**config.mk**
```make
export PLATFORM = sky130hd
export DESIGN_NAME = oam_dma_flat
export DESIGN_NICKNAME = d
export VERILOG_FILES = /design/src/rtl/oam_dma_if.sv /design/src/rtl/oam_dma.sv /design/src/flat_wrapper.sv
export SDC_FILE = /design/constraint.sdc
export NUM_CORES = 1
export LEC_CHECK = 0
export CAP_MARGIN = 20
export CELL_PAD_IN_SITES_DETAIL_PLACEMENT = 1
export CELL_PAD_IN_SITES_GLOBAL_PLACEMENT = 2
export CORE_AREA = 5 5 80 82
export DETAILED_ROUTE_END_ITERATION = 16
export DIE_AREA = 0 0 85 87
export GPL_ROUTABILITY_DRIVEN = 0
export GPL_TIMING_DRIVEN = 0
export PLACE_DENSITY_LB_ADDON = 0.1
export SLEW_MARGIN = 20
export SYNTH_ARGS = -nofsm -noshare
export SYNTH_HDL_FRONTEND = slang
export SYNTH_SLANG_ARGS = --single-unit
```
**constraint.sdc**
```tcl
create_clock -name clk -period 2.3 [get_ports clk]
set_clock_uncertainty 0.2 [all_clocks]
set_input_delay 0.46 -clock clk [delete_from_list [all_inputs] [get_ports clk]]
set_output_delay 0.46 -clock clk [all_outputs]
set_load 0.01 [all_outputs]
```
**src/rtl/oam_dma_if.sv**
```systemverilog
// OAM DMA bus bundle: trigger from the PPU register file, source read port, OAM write port and
// lock outputs. master = register file / memory map side, slave = DMA engine.
interface oam_dma_if;
  logic        cpu_en;
  logic        start;
  logic [7:0]  start_addr;
  logic [7:0]  src_rdata;
  logic [15:0] src_addr;
  logic        src_read;
  logic [7:0]  oam_addr;
  logic [7:0]  oam_wdata;
  logic        oam_write;
  logic        active;
  logic        cpu_bus_block;

  modport master (
    output cpu_en, start, start_addr, src_rdata,
    input  src_addr, src_read, oam_addr, oam_wdata, oam_write, active, cpu_bus_block
  );

  modport slave (
    input  cpu_en, start, start_addr, src_rdata,
    output src_addr, src_read, oam_addr, oam_wdata, oam_write, active, cpu_bus_block
  );
endinterface

```
**src/rtl/oam_dma.sv**
```systemverilog
// OAM DMA engine: copies OAM_BYTES bytes from page {start_addr, 00} into OAM, one byte per step.
// Define OAMDMA_BUS_CONFLICT_EN to drive cpu_bus_block from active; otherwise it is tied to 0.
module oam_dma #(
  parameter int unsigned OAM_BYTES = 160
) (
  input  logic       clk,
  input  logic       reset,
  oam_dma_if.slave   bus
);

  typedef enum logic [1:0] {StIdle, StStart, StCopy} state_e;

  localparam logic [7:0] LastIdx = 8'(OAM_BYTES - 1);

  state_e     state_q, state_d;
  logic [7:0] page_q, page_d;
  logic [7:0] idx_q, idx_d;
  logic       last;
  logic       restart;

  assign last = (idx_q == LastIdx);
  // A trigger on the final COPY step is dropped so the last byte always lands.
  assign restart = bus.cpu_en && bus.start &&
                   ((state_q == StStart) || ((state_q == StCopy) && !last));

  always_ff @(posedge clk) begin
    if (reset) begin
      state_q <= StIdle;
      page_q  <= 8'h00;
      idx_q   <= 8'h00;
    end else begin
      state_q <= state_d;
      page_q  <= page_d;
      idx_q   <= idx_d;
    end
  end

  always_comb begin
    state_d = state_q;
    page_d  = page_q;
    idx_d   = idx_q;
    if (bus.cpu_en) begin
      case (state_q)
        StIdle: begin
          if (bus.start) begin
            page_d  = bus.start_addr;
            idx_d   = 8'h00;
            state_d = StStart;
          end
        end
        StStart: begin
          if (restart) begin
            page_d = bus.start_addr;
            idx_d  = 8'h00;
          end else begin
            state_d = StCopy;
          end
        end
        StCopy: begin
          if (restart) begin
            page_d  = bus.start_addr;
            idx_d   = 8'h00;
            state_d = StStart;
          end else if (last) begin
            idx_d   = 8'h00;
            state_d = StIdle;
          end else begin
            idx_d = idx_q + 8'h01;
          end
        end
        default: state_d = StIdle;
      endcase
    end
  end

  always_comb begin
    bus.src_addr  = 16'h0000;
    bus.src_read  = 1'b0;
    bus.oam_write = 1'b0;
    bus.oam_addr  = idx_q;
    bus.oam_wdata = bus.src_rdata;
    bus.active    = (state_q != StIdle);
    if (state_q == StCopy) begin
      bus.src_addr  = {page_q, idx_q};
      bus.src_read  = 1'b1;
      bus.oam_write = bus.cpu_en && !restart;
    end
`ifdef OAMDMA_BUS_CONFLICT_EN
    bus.cpu_bus_block = bus.active;
`else
    bus.cpu_bus_block = 1'b0;
`endif
  end

endmodule

```
**src/flat_wrapper.sv**
```systemverilog
// flat-port wrapper written by rule: the top's interface ports become plain ports
module oam_dma_flat 
#(
  parameter int unsigned OAM_BYTES = 160
)
  (clk, reset, bus_cpu_en, bus_start, bus_start_addr, bus_src_rdata, bus_src_addr, bus_src_read, bus_oam_addr, bus_oam_wdata, bus_oam_write, bus_active, bus_cpu_bus_block);
  oam_dma_if bus_i ();
  input  logic clk;
  input  logic reset;
  input wire logic [$bits(bus_i.cpu_en)-1:0] bus_cpu_en;
  input wire logic [$bits(bus_i.start)-1:0] bus_start;
  input wire logic [$bits(bus_i.start_addr)-1:0] bus_start_addr;
  input wire logic [$bits(bus_i.src_rdata)-1:0] bus_src_rdata;
  output wire logic [$bits(bus_i.src_addr)-1:0] bus_src_addr;
  output wire logic [$bits(bus_i.src_read)-1:0] bus_src_read;
  output wire logic [$bits(bus_i.oam_addr)-1:0] bus_oam_addr;
  output wire logic [$bits(bus_i.oam_wdata)-1:0] bus_oam_wdata;
  output wire logic [$bits(bus_i.oam_write)-1:0] bus_oam_write;
  output wire logic [$bits(bus_i.active)-1:0] bus_active;
  output wire logic [$bits(bus_i.cpu_bus_block)-1:0] bus_cpu_bus_block;
  assign bus_i.cpu_en = bus_cpu_en;
  assign bus_i.start = bus_start;
  assign bus_i.start_addr = bus_start_addr;
  assign bus_i.src_rdata = bus_src_rdata;
  assign bus_src_addr = bus_i.src_addr;
  assign bus_src_read = bus_i.src_read;
  assign bus_oam_addr = bus_i.oam_addr;
  assign bus_oam_wdata = bus_i.oam_wdata;
  assign bus_oam_write = bus_i.oam_write;
  assign bus_active = bus_i.active;
  assign bus_cpu_bus_block = bus_i.cpu_bus_block;
  oam_dma #(.OAM_BYTES(OAM_BYTES)) u_core (.clk(clk), .reset(reset), .bus(bus_i));
endmodule
```
==> metrics.md <==
| Metric | Value |
|---|---|
| Min-Delay Path Depth | 2 |
| Data arrival time of the critical path | about 1600 ps |
| Max-cap violations | 0 |
| Pre-antenna DRT Iters | 2 |
| Worst Path Max Fanout | 2 |
| CTS Root Buffer Type | clkbuf_8 |
| Area of the mapped netlist | 1200 µm² |
| Die H | 87 µm |
| Inserted Clock Buffers | 3 |
| DIE AREA | 7400 µm² |
| Grt ovf | 0 |
| CTS Sinks | 18 |
| Final Hold Vio Count | 0 |
| Tmin final | 2240 ps |
| H-tree depth | 1 |
| TritonCTS clock tree | built |
| Area contributors post-synth | dfxtp_1, and2_1, nand2b_1 |
| R2R cell count | 6 |
| Asr flop ratio synth | 0% |
| FMAX | 447 MHz |
| Pwr/cell area | 401 nW/µm² |
| FP Rows | 28 |
| Maximum vdd drop | 0.000182 V |
| Share of cells above drive strength 1 | about a fifth |
| Area Overhead vs Synth | 60.1% |
| Detailed Place HPWL | 2.83 mm |
| Worst setup path class | register to output port |
| Status | complete, no violations |
| Main synth FF type | dfxtp_1 |
| Largest family of logic cells by synthesized area | simple AND/OR/NAND/NOR gates |
| Global-route wire length before repair | 6.09 mm |
| Die Wd | 85 µm |
| Post-synthesis compound-gate area fraction | 12.2% |
| Max_slew headroom | 57.8% |
| Nets | 225 |
| Adder-cell share of the synthesized area | 6.26% |
| Simple-Gate Fraction of Synth Area | 31.1% |
| Final Power | 770 µW |
| Synth unique cells | 34 |
| I/O Buffers | 46 |
| Crit share post-route | 97.3% |
| Pins Over Slew Limit | 0 |
| Mapped Cells | about 140 |
| Least-Margin Pin Slew | 634 ps |
| RSZ-0062 raised after global routing | true |
| Worst min path class | register to register |
| Final setup viols | 0 |
| Critical Path Start Type | register |
| Initial Util | 21.1% |
| Crit. End Element | output port |
| Mean Syn Cell Area | 8.50 µm² |
| Vias | 1198 |
| DRT antenna net count | 0 |
| P_leak | around 0.00075 µW |
| Wire length per cell | 13.7 µm |
| Register area share after synthesis | 30.1% |
| Mux contribution to synthesized area | 7.52% |
| Filler instances | between 600 and 700 |
| Core footprint | between 5000 and 6000 µm² |
| Synth Warn # | 0 |
| XOR/XNOR share of the synthesized area | 3.65% |
| Post-DR vias/cell | 4.39 |
| Worst hold slack | 271 ps |
| Leading area contributor after synthesis | dfxtp_1 |
| Placed cell area | 1750 µm² |
| Starting DRC count in detailed routing | 15 |
| Number of flops mapped to enable cells by yosys | 0 |
| All-layer global routing usage | 10.2% |
| Clock buffer depth | 2 |
| CP Data Required Time | 1640 ps |
| Clock Latency Late Sink | around 260 ps |
| Fin area | 1920 µm² |
| Antenna violations before repair | 0 |
| Largest net degree at the start of global routing | 11 |
| Clock transition at the registers of the reported paths | roughly 70 ps |
| Worst r2r src | u_core.state_q[1] |
| Remaining DRCs | 0 |
| Worst Hold End | u_core.page_q[3] |
| Inserted Diodes | 0 |
| Number of global-route vias before repair | 1283 |
| Register bit total from synthesis | 18 |
| Hold_sp | u_core.page_q[3] |
| R2R Setup Slk | 60 ps |
| Net Count, Synth | 167 |
| Top-area cell type share of the netlist area | between 30% and 40% |
| FF-to-FF End | u_core.bus.oam_addr[7] |
| Routed WL | between 3 and 4 mm |
| Io pins | 56 |
==> placed cells by master (no fill, tap or decap), types with 2 or more instances in the layout <==
cell,n
a21oi_1,3
dlygate4sd2_1,3
nand2_1,8
ha_1,3
clkbuf_2,3
nand4_1,5
o31ai_1,2
dfxtp_4,4
o211ai_1,4
nand3_1,2
dfxtp_1,12
nor2_1,7
a31oi_1,2
clkdlybuf4s50_1,26
dfxtp_2,2
buf_4,16
clkbuf_1,2
mux2i_1,9
and2_1,17
clkbuf_8,6
ha_2,2
nand2b_1,16
clkdlybuf4s15_1,12
inv_1,5
a211oi_1,2
xnor2_1,5
==> where the power goes <==
| group | switching (µW) | total (µW) | internal, µW |
|---|---|---|---|
| Clock | 116 | 268 | 152 |
| Sequential | 9.60 | 333 | 323 |
| Combinational | 77.1 | 169 | 91.6 |
| Total | 203 | 770 | 567 |
==> synth_stat cells (3+ instances only) <==
| master | count |
|---|---|
| dfxtp_1 | 18 |
| and2_1 | 17 |
| nand2b_1 | 16 |
| buf_4 | 9 |
| mux2i_1 | 9 |
| nand2_1 | 8 |
| nor2_1 | 7 |
| ha_1 | 6 |
| inv_1 | 5 |
| nand4_1 | 5 |
| xnor2_1 | 5 |
| clkbuf_1 | 4 |
| o211ai_1 | 4 |
| a21oi_1 | 3 |
| o31ai_1 | 3 |
==> final cells by class <==
| cell class | instances | area [µm²] | share of cell area (%) |
|---|---|---|---|
| Multi-Input combinational cell | 104 | 768 | 40.0 |
| Tap cell | 75 | 93.8 | 4.89 |
| Sequential cell | 18 | 378 | 19.7 |
| Inverter | 5 | 18.8 | 0.978 |
| Timing Repair Buffer | 53 | 492 | 25.6 |
| Clock buffer | 4 | 55.1 | 2.87 |
| Buffer | 14 | 114 | 5.93 |
==> critical path, cell delays in order (launching register included) <==
cell and delay [ps]:
dfxtp_4 350, or3b_4 410, o31ai_4 250, and3_4 200, buf_2 120
==> timing repair <==
action                     4_1_cts  5_1_grt
pin swaps                        3        0
hold buffers                     0        0
setup endpoints to repair       21       18
cloned                           0        0
buffers inserted                 7        0
gates resized for setup         52       15
==> per-layer routing <==
layer	vias to the layer above	wire, µm	part of all wire [%]	track usage [%]
li1	587	-	-	-
met1	575	1640	44	11.6
met2	34	1880	50	18.9
met3	2	197	5.3	2.18
met4	0	23	0.61	3.02
met5	-	0	0	0
==> cells by family (layout without fill, tap and decap cells) <==
group | after synthesis | in the layout
AOI/OAI and AO/OA | 20 | 20
adders and majority gates | 6 | 6
xor gates and xnor gates | 5 | 5
buffers and inverters | 19 | 76
other | 1 | 1
DFF | 18 | 18
muxes | 9 | 9
and+or+nand+nor | 63 | 63
==> registers in the layout, summed over array words and instances, names as in the netlist <==
signal,count
u_core.bus.oam_addr,8
u_core.page_q,8
u_core.state_q,2
==> through the flow <==
stage	std cells	TNS (ps)	utilization, %	setup slack, ps
2_1_floorplan	141	0	-	25.8
3_3_place_gp	262	-5280	30.9	-795
3_5_place_dp	262	-6000	30.9	-888
4_1_cts	273	0	33.8	1.37
5_1_grt	273	-134	33.8	-116
6_report	273	0	33.8	61.8
==> worst max path at each step <==
stage	start	to	slack (ps)
6_report	u_core.bus.oam_addr[6]	bus_oam_write	60
5_1_grt	u_core.state_q[1]	u_core.bus.oam_addr[7]	-120
4_1_cts	u_core.state_q[0]	bus_src_addr[6]	1
3_5_place_dp	u_core.bus.oam_addr[0]	bus_oam_write	-890
3_3_place_gp	u_core.bus.oam_addr[0]	bus_oam_write	-790
2_1_floorplan	u_core.bus.oam_addr[0]	bus_oam_write	30
(Power assumes the default switching activity.)
